## src/rtl/pci_pkg.sv

```systemverilog
// Shared definitions for the PCI burst target: bus commands, target FSM states, parity helper.
// No logic of its own; pure declarations.
// Imported by pci_target_burst and pci_tgt_mem.
package pci_pkg;

  localparam logic [3:0] CMD_RD = 4'h6;
  localparam logic [3:0] CMD_WR = 4'h7;

  typedef enum logic [2:0] {IDLE, WAIT, DATA, STOP, TURN} tgt_state_t;

  // Widest {ad, cbe} vector the parity helper accepts; narrower buses are zero-extended.
  localparam int PAR_MAX_W = 160;

  // Even parity across a zero-extended vector; zero padding does not change the result.
  function automatic logic calc_parity(input logic [PAR_MAX_W-1:0] v);
    return ^v;
  endfunction

endpackage

```

## src/rtl/pci_tgt_mem.sv

```systemverilog
// Purpose: DEPTH x DATA_W target memory with per-byte write enables.
// Latency: write commits on the clock edge; read data registered, valid one edge after rd_en.
// Backpressure: none; caller gates rd_en/wr_en, rd_dat holds when rd_en is low.
module pci_tgt_mem
  import pci_pkg::*;
#(
  parameter int DATA_W = 32,
  parameter int DEPTH  = 16,
  parameter int BE_W   = DATA_W / 8,
  parameter int IDX_W  = $clog2(DEPTH)
) (
  input  logic              clk,
  input  logic              rst,
  input  logic              wr_en,
  input  logic [IDX_W-1:0]  wr_idx,
  input  logic [DATA_W-1:0] wr_dat,
  input  logic [BE_W-1:0]   wr_be,
  input  logic              rd_en,
  input  logic [IDX_W-1:0]  rd_idx,
  output logic [DATA_W-1:0] rd_dat
);

  logic [DATA_W-1:0] mem [DEPTH];

  // Byte-lane write; contents survive reset on purpose.
  always_ff @(posedge clk) begin
    if (wr_en) begin
      for (int b = 0; b < BE_W; b++) begin
        if (wr_be[b]) mem[wr_idx][b*8 +: 8] <= wr_dat[b*8 +: 8];
      end
    end
  end

  // Registered read port; cleared by reset so the bus sees zero after an abort.
  always_ff @(posedge clk) begin
    if (rst)        rd_dat <= '0;
    else if (rd_en) rd_dat <= mem[rd_idx];
  end

endmodule

```

## src/rtl/pci_target_burst.sv

```systemverilog
// Purpose: PCI-style burst memory target with window decode, wait states and disconnect (STOP).
// Latency: DEVSEL one edge after the address phase, TRDY after WAIT_STATES more; 1 word per transfer.
// Backpressure: irdy high holds the data phase; target disconnects at window end or MAX_BURST.
// Optional parity (par_in/par_out/par_oe/perr) is built when PCI_TGT_PARITY_EN is defined.
module pci_target_burst
  import pci_pkg::*;
#(
  parameter int          DATA_W      = 32,
  parameter int          DEPTH       = 16,
  parameter logic [31:0] BASE_ADDR   = 32'h0000_0100,
  parameter int          WAIT_STATES = 0,
  parameter int          MAX_BURST   = 16
) (
  input  logic                clk,
  input  logic                rst,
  input  logic                frame,
  input  logic                irdy,
  input  logic [DATA_W-1:0]   ad_in,
  input  logic [DATA_W/8-1:0] cbe_in,
  output logic [DATA_W-1:0]   ad_out,
  output logic                ad_oe,
  output logic                devsel_out,
  output logic                trdy_out,
  output logic                stop_out,
  output logic                ctl_oe,
  output logic                busy
`ifdef PCI_TGT_PARITY_EN
  ,
  input  logic                par_in,
  output logic                par_out,
  output logic                par_oe,
  output logic                perr
`endif
);

  localparam int          BE_W    = DATA_W / 8;
  localparam int          IDX_W   = $clog2(DEPTH);
  localparam int          SHIFT   = $clog2(BE_W);
  localparam int          CNT_W   = $clog2(MAX_BURST + 1);
  localparam logic [31:0] LIMIT   = BASE_ADDR + 32'(DEPTH * BE_W);
  localparam logic [2:0]  WS_LAST = 3'(WAIT_STATES - 1);

  tgt_state_t       state, state_nxt;
  logic             frame_q;
  logic             is_rd;
  logic [IDX_W-1:0] idx;
  logic [CNT_W-1:0] xfer_cnt;
  logic [CNT_W:0]   cnt_inc;
  logic [2:0]       ws_cnt;

  logic [31:0]      addr;
  logic [IDX_W-1:0] addr_idx;
  logic             cmd_ok, hit, xfer, at_limit, idx_end;
  logic             wr_en, rd_en;
  logic [IDX_W-1:0] rd_idx;

  assign addr     = ad_in[31:0];
  assign addr_idx = IDX_W'((addr - BASE_ADDR) >> SHIFT);
  assign cmd_ok   = (cbe_in[3:0] == CMD_RD) || (cbe_in[3:0] == CMD_WR);
  // Falling frame only counts while idle, so mid-access glitches cannot start a second access.
  assign hit      = (state == IDLE) && !frame && frame_q && cmd_ok &&
                    (addr >= BASE_ADDR) && (addr < LIMIT);
  assign xfer     = (state == DATA) && !irdy;
  assign idx_end  = (idx == IDX_W'(DEPTH - 1));
  assign cnt_inc  = {1'b0, xfer_cnt} + 1'b1;
  assign at_limit = idx_end || (cnt_inc == (CNT_W+1)'(MAX_BURST));

  assign wr_en  = xfer && !is_rd && !rst;
  // Prefetch the next word on each read transfer so it is on the bus for the following phase.
  assign rd_en  = (hit && (cbe_in[3:0] == CMD_RD)) || (xfer && is_rd && !idx_end);
  assign rd_idx = hit ? addr_idx : idx + 1'b1;

  // State register.
  always_ff @(posedge clk) begin
    if (rst) state <= IDLE;
    else     state <= state_nxt;
  end

  // Next state and bus control outputs; a final phase (frame high) beats a disconnect.
  always_comb begin
    state_nxt  = state;
    ctl_oe     = 1'b0;
    devsel_out = 1'b1;
    trdy_out   = 1'b1;
    stop_out   = 1'b1;
    ad_oe      = 1'b0;
    busy       = 1'b0;
    case (state)
      IDLE: if (hit) state_nxt = (WAIT_STATES > 0) ? WAIT : DATA;
      WAIT: if (ws_cnt == WS_LAST) state_nxt = DATA;
      DATA: begin
        if (xfer) begin
          if (frame)         state_nxt = TURN;
          else if (at_limit) state_nxt = STOP;
        end
      end
      STOP: if (frame) state_nxt = TURN;
      TURN: state_nxt = IDLE;
      default: state_nxt = IDLE;
    endcase
    if (state != IDLE) begin
      ctl_oe = 1'b1;
      busy   = 1'b1;
    end
    if (state inside {WAIT, DATA, STOP}) begin
      devsel_out = 1'b0;
      ad_oe      = is_rd;
    end
    if (state == DATA) trdy_out = 1'b0;
    if (state == STOP) stop_out = 1'b0;
  end

  // Access bookkeeping: start index, direction, wait-state and transfer counters.
  always_ff @(posedge clk) begin
    if (rst) begin
      frame_q  <= 1'b1;
      is_rd    <= 1'b0;
      idx      <= '0;
      xfer_cnt <= '0;
      ws_cnt   <= '0;
    end else begin
      frame_q <= frame;
      if (hit) begin
        is_rd    <= (cbe_in[3:0] == CMD_RD);
        idx      <= addr_idx;
        xfer_cnt <= '0;
        ws_cnt   <= '0;
      end else begin
        if (state == WAIT) ws_cnt <= ws_cnt + 3'd1;
        if (xfer) begin
          idx      <= idx_end ? idx : idx + 1'b1;
          xfer_cnt <= cnt_inc[CNT_W-1:0];
        end
      end
    end
  end

  pci_tgt_mem #(
    .DATA_W (DATA_W),
    .DEPTH  (DEPTH)
  ) u_mem (
    .clk    (clk),
    .rst    (rst),
    .wr_en  (wr_en),
    .wr_idx (idx),
    .wr_dat (ad_in),
    .wr_be  (cbe_in),
    .rd_en  (rd_en),
    .rd_idx (rd_idx),
    .rd_dat (ad_out)
  );

`ifdef PCI_TGT_PARITY_EN
  logic wr_chk;
  logic wr_par;

  // Parity trails its data phase by one cycle; write errors are sticky until reset.
  always_ff @(posedge clk) begin
    if (rst) begin
      par_out <= 1'b0;
      par_oe  <= 1'b0;
      perr    <= 1'b0;
      wr_chk  <= 1'b0;
      wr_par  <= 1'b0;
    end else begin
      par_out <= calc_parity(PAR_MAX_W'({ad_out, cbe_in}));
      par_oe  <= ad_oe;
      wr_chk  <= wr_en;
      wr_par  <= calc_parity(PAR_MAX_W'({ad_in, cbe_in}));
      if (wr_chk && (par_in != wr_par)) perr <= 1'b1;
    end
  end
`endif

endmodule
```

## config.mk

```make
export PLATFORM = sky130hd
export DESIGN_NAME = pci_target_burst
export DESIGN_NICKNAME = d
export VERILOG_FILES = /design/src/rtl/pci_pkg.sv /design/src/rtl/pci_tgt_mem.sv /design/src/rtl/pci_target_burst.sv
export SDC_FILE = /design/constraint.sdc
export NUM_CORES = 1
export LEC_CHECK = 0
export ABC_AREA = 1
export CELL_PAD_IN_SITES_DETAIL_PLACEMENT = 0
export CELL_PAD_IN_SITES_GLOBAL_PLACEMENT = 1
export CORE_AREA = 4 4 290 178
export CTS_CLUSTER_SIZE = 8
export DETAILED_ROUTE_END_ITERATION = 12
export DIE_AREA = 0 0 294 182
export GPL_TIMING_DRIVEN = 0
export PLACE_DENSITY_LB_ADDON = 0.15
export SETUP_SLACK_MARGIN = 0.05
export SYNTH_ARGS = -nofsm -noshare
export SYNTH_HDL_FRONTEND = slang
export SYNTH_SLANG_ARGS = --single-unit
```

## constraint.sdc

```tcl
create_clock -name clk -period 5 [get_ports clk]
set_clock_uncertainty 0.05 [all_clocks]
set_input_delay 1 -clock clk [delete_from_list [all_inputs] [get_ports clk]]
set_output_delay 1 -clock clk [all_outputs]
set_load 0.01 [all_outputs]
```

==> metrics.yaml, run 1 <==
yosys:
  yosys_warnings: 0
  ys.flop_type: "edfxtp_1"
  synth_edf_count: 512
  async_reset_ff_frac: 0
  seq_area_frac_synth: 0.6491
  syn_avg_cell_area_um2: 9.747
  yosysUniqueCellTypes: 34
  synth_area_um2: 25200
  syn_nets: 2632
  synth_seq_cells: 561
  syn_inst: 2585
cts:
  clockRootBuffer: "clkbuf_16"
  postCtsSetupBuffers: 0
  cts_buffer_depth: 3
  cts_hold_buffers: 0
  cts.htree.levels: 3
  clock_latency_ns: 0.61
  cts_tree: "done"
  cts_buffers: 80
  cts-resized-gates: 0
  worst_setup_hold_path_clk_slew_ns: 0.05
  cts_sinks: 561
die:
  die_w_um: 294
  dieArea_um2: 53510
  io_pins: 78
  core_area_um2: 48950
  fp.dieH_um: 182
  start_util: 0.5147
  rows: 63
setup_path:
  slowest_stage: "clkdlybuf4s50_1"
  worstRegToRegCells: 11
  timing.rr.end: "u_mem.mem[6][30]"
  cp_num_buf_inv: 4
  r2r-start: "state[1]"
  crit_type: "in -> reg"
  critPathMostFrequentCell: "nand3_1"
  cp.arrival_ns: 4.79
  crit_required_ns: 5.50
  cp_top_family: "buffers and inverters"
  r2r_slack_ns: 1.45
  crit_chain: "clkdlybuf4s50_1 -> nor2_1 -> nand2_1 -> nor2_1 -> nand3_1 -> nor2_4 -> inv_2 -> o21ai_2 -> clkbuf_1 -> nand3_1 -> nand3_1 -> nand2_1 -> inv_1"
  cp-end-kind: "register"
  cp_slowest_stage_delay_ns: 0.79
  start_kind: "primary input"
  cp_max_fo: 17
routing:
  drc_errors: 0
  wl_um: 75880
  postRouteAntennaNets: 0
  vias: 18550
  routed_via_density: 5.368
  first_pass_iters: 9
  wl_per_cell_um: 21.96
  drt_iter0_drc: 2084
layout:
  multi_input_area_um2: 5864
  final_cell_mix: "nand3_1, inv_1, edfxtp_1"
  final.fill_count: 4122
  seq_area_um2: 16360
  antenna_cells: 0
  final_common_cell: "nand3_1"
  nets: 2792
  drive_gt1_frac: 0.07629
  area_delta_synth_final_pct: 15.64
worst_hold_path:
  hold_path_depth: 2
  hold_start: "ws_cnt[1]"
  hold_class: "reg -> reg"
  hold_end: "ws_cnt[1]"
global_routing:
  grt_overflow_total: 0
  grt_pass1_wl_um: 111200
  grt_max_degree: 19
  track_usage: 0.2847
  antenna_found_initial: 2
  grt_pass1_vias: 17510
pwr:
  p_leak_nw: 12.56
  max-vdd-ir-drop_mv: 0.2907
  p_per_area_nw_per_um2: 431.4
sta:
  hold_viol: 0
  max_freq_mhz: 233.4
  drv_slew: 0
  timing.final.crit_period_ns: 4.285
  rsz0062_at_grt: "no"
  post-route-period-util: 0.8570
  hold_ws_ns: 0.4258
  fin_ws_ns: 0.7152
  tightest_slew_ns: 1.296
  setup_violations: 0
  relSlewSlack: 0.1327
  setup_tns_ns: 0
placement:
  io_buffers: 77
  gp_congestion: 0.9274
  pre_cts_ws_ns: 0.2366
  dpl.hpwl_um: 51380
outcome:
  status: "complete, no violations"
job:
  drv_cap: 0
==> cells by family after synthesis <==
logic type	count (synthesis)	synth area share
adder cells (fa/ha/maj)	7	0.003476
AO/OA/AOI/OAI	61	0.01341
buffers and inverters	747	0.1182
flip-flops	561	0.6491
XOR/XNOR	5	0.001738
AND/OR/NAND/NOR	1204	0.2140
==> how the worst max path moves through the flow <==
stage / start / end / slack [ns] / depth (start not counted)
2_1_floorplan: irdy / u_mem.mem[15][24] / 2.33 / 6
3_3_place_gp: ad_in[28] / u_mem.rd_dat[28] / 0.23 / 14
3_5_place_dp: ad_in[28] / u_mem.rd_dat[28] / 0.24 / 14
4_1_cts: ad_in[28] / u_mem.rd_dat[10] / 0.89 / 13
5_1_grt: ad_in[28] / u_mem.rd_dat[19] / 0.64 / 17
6_report: ad_in[28] / u_mem.rd_dat[10] / 0.72 / 13
==> metal layers <==
layer | vias to the layer above | track usage | wire length, um
met5 | - | 0 | 27
met4 | 4 | 0.08757 | 2181
met3 | 154 | 0.06455 | 7738
met2 | 948 | 0.4166 | 31810
met1 | 8750 | 0.4251 | 34130
li1 | 8691 | - | -
==> flip-flops by register name (all words and copies together) (netlist names) <==
register and flops:
state 3, u_mem.rd_dat 32, ws_cnt 3, is_rd 1
frame_q 1, u_mem.mem 512, xfer_cnt 5, idx 4
==> report_power, final <==
group          leakage [nW]  internal [mW]  switching, mW
clock                  1.11           3.05           2.00
combinational          6.45          0.670           1.66
sequential             5.00           5.16         0.0269
==> area by class of cell <==
class	count	share of cell area
Clock inverter	6	0.002963
Inverter	610	0.07858
Multi-Input combinational cell	1277	0.2013
Clock buffer	136	0.07738
Buffer	137	0.02366
Timing Repair Buffer	78	0.02692
Tap cell	650	0.02791
Sequential cell	561	0.5613
==> synthesized netlist by cell type, types with 3 or more instances <==
master    count  share of area
nand2_1     432          0.064
xor2_1        3         0.0010
nor2_1      101          0.015
clkbuf_1     29         0.0043
buf_2        81          0.016
ha_1          7         0.0035
inv_2        10         0.0015
a21oi_1      12         0.0024
nand3_1     658           0.13
clkinv_1      8         0.0012
nor2_2        3        0.00074
dfxtp_1      49          0.039
o21ai_0      38         0.0075
buf_1         8         0.0012
nor2_4        3         0.0013
o21ai_2       3         0.0010
edfxtp_1    512           0.61
inv_1       592          0.088
buf_4        15         0.0045
==> worst reg2reg max path: cells and delay by family (launching register included) <==
kind                   cells  cell delay, ns
and+or+nand+nor            6            2.09
DFF                        1            0.41
buffers and inverters      5            0.60
==> metrics by stage <==
stage / area (um2) / std cells / power (mW) / util
after floorplan: 25200 / 2585 / 6.622 / -
after global placement: 26780 / 3312 / 7.516 / 0.5471
after detailed placement: 26780 / 3312 / 7.545 / 0.5471
after CTS: 29120 / 3454 / 12.57 / 0.5949
after global routing: 29140 / 3455 / 13.02 / 0.5953
final: 29140 / 3455 / 12.57 / 0.5953
Power figures use the tool's default switching activity.
==> run 2: changes to the inputs <==
--- a/config.mk
+++ b/config.mk
@@ -8,10 +8,10 @@
 export ABC_AREA = 1
 export CELL_PAD_IN_SITES_DETAIL_PLACEMENT = 0
 export CELL_PAD_IN_SITES_GLOBAL_PLACEMENT = 1
-export CORE_AREA = 4 4 290 178
+export CORE_AREA = 2 2 288 176
 export CTS_CLUSTER_SIZE = 8
 export DETAILED_ROUTE_END_ITERATION = 12
-export DIE_AREA = 0 0 294 182
+export DIE_AREA = 0 0 290 178
 export GPL_TIMING_DRIVEN = 0
 export PLACE_DENSITY_LB_ADDON = 0.15
 export SETUP_SLACK_MARGIN = 0.05
==> run 2 against run 1 <==
Against the previous run:
- the run now ends with capacitance limit, slew limit left
- die area is 3.5% lower
- register-to-register slack worse by 0.06 ns
- sequential share of layout area is 0.13 points higher
- setup slack worse by 0.14 ns
- core utilization is 0.14 points lower
- critical path type unchanged
- largest cell class unchanged
- largest power group unchanged
==> metrics.yaml, run 2 (synthesis results as in run 1) <==
placement:
  gp_congestion: 0.9073
  place_area_um2: 26780
  dpl.hpwl_um: 51400
  pre_cts_ws_ns: 0.1206
  place_inst: 3312
  io_buffers: 77
cts:
  worst_setup_hold_path_clk_slew_ns: 0.05
  clock_latency_ns: 0.60
  clockRootBuffer: "clkbuf_16"
  cts-resized-gates: 0
  cts_hold_buffers: 0
  cts_buffers: 80
  cts_buffer_depth: 3
  postCtsSetupBuffers: 0
  cts_tree: "done"
  cts.htree.levels: 3
  cts_sinks: 561
routing:
  wl_um: 76090
  wl_per_cell_um: 22.02
  postRouteAntennaNets: 0
  vias: 18740
  first_pass_iters: 5
  routed_via_density: 5.421
  drc_errors: 0
  drt_iter0_drc: 2464
global_routing:
  grt_pass1_wl_um: 110300
  grt_overflow_total: 0
  track_usage: 0.2967
  antenna_found_initial: 0
  grt_max_degree: 19
  grt_pass1_vias: 17020
setup_path:
  cp_max_fo: 17
  cp_num_buf_inv: 4
  crit_required_ns: 5.49
  cp.arrival_ns: 4.92
  crit_type: "in -> reg"
  crit_chain: "clkdlybuf4s50_1 -> nor2_1 -> nand2_1 -> nor2_1 -> nand3_1 -> nor2_4 -> inv_2 -> o21ai_2 -> clkbuf_1 -> nand3_1 -> nand3_1 -> nand2_1 -> inv_1"
  critPathMostFrequentCell: "nand3_1"
  cp-end-kind: "register"
  cp_slowest_stage_delay_ns: 0.81
  start_kind: "primary input"
  cp_top_family: "buffers and inverters"
  slowest_stage: "clkdlybuf4s50_1"
sta:
  hold_ws_ns: 0.4153
  timing.final.crit_period_ns: 4.429
  max_freq_mhz: 225.8
  hold_viol: 0
  relSlewSlack: -0.001645
  tightest_slew_ns: 1.497
  rsz0062_at_grt: "no"
  post-route-period-util: 0.8857
  setup_violations: 0
  fin_ws_ns: 0.5714
  drv_slew: 1
  setup_tns_ns: 0
pwr:
  max-vdd-ir-drop_mv: 0.2332
  p_total_mw: 12.52
  p_per_area_nw_per_um2: 430.5
  p_leak_nw: 12.53
layout:
  final_common_cell: "nand3_1"
  antenna_cells: 0
  final_util: 0.5938
  drive_gt1_frac: 0.07484
  nets: 2791
  seq_area_um2: 16360
  fin_cells: 3456
  final.fill_count: 4085
  reg_top3: "u_mem.mem: 512 flops, u_mem.rd_dat: 32 flops, xfer_cnt: 5 flops"
  largest_register_ff_count: 512
  final_cell_mix: "nand3_1, inv_1, edfxtp_1"
  multi_input_area_um2: 5862
  area_delta_synth_final_pct: 15.37
  largest-register: "u_mem.mem"
  fin_area_um2: 29070
worst_hold_path:
  hold_class: "reg -> reg"
die:
  rows: 63
  dieArea_um2: 51620
  io_pins: 78
  fp.dieH_um: 178
  die_w_um: 290
  core_area_um2: 48950
  start_util: 0.5147
job:
  drv_cap: 1
outcome:
  status: "finished, violations left"
  violations: "capacitance limit, slew limit"
[run 2: cell count changes in the layout (fill, tap and decap cells not counted)]
cell	before	now
inv_16	1	0
clkbuf_16	82	81
clkbuf_8	1	0
clkinv_8	3	0
clkbuf_1	83	87
inv_6	1	4
nor2_2	4	3
nor2_1	100	101
[run 2: worst register-to-register path, delay by kind of cell, from the launching register on]
family	cells	cell delay, ns
buffers and inverters	5	0.63
flip-flops	1	0.40
AND/OR/NAND/NOR	6	2.13
[run 2: area by class of cell]
type	instances	area share
inverter	610	0.07877
tap	650	0.02798
clock inverter	5	0.001506
multi-input combinational	1277	0.2017
buffer	137	0.02372
clock buffer	139	0.07722
timing repair buffer	77	0.02651
sequential	561	0.5626
[run 2: path summary, 6_finish.rpt]
kind,from,end,slack [ns],depth (start not counted)
worst max-delay path,ad_in[27],u_mem.rd_dat[11],0.57,13
worst max register to register,state[1],u_mem.mem[6][30],1.39,11
worst min register to register,ws_cnt[2],ws_cnt[2],0.42,2
worst min-delay path,ws_cnt[2],ws_cnt[2],0.42,2
[run 2: power by group]
group | total, mW | switching (mW) | internal [mW]
Clock | 5.00 | 1.98 | 3.02
Sequential | 5.18 | 0.0268 | 5.16
Combinational | 2.33 | 1.66 | 0.669
[run 2: metal layers]
metal,wire length (um),GRT usage
met1,34070,0.4496
met2,32150,0.4375
met3,7956,0.05258
met4,1910,0.08919
met5,0,0
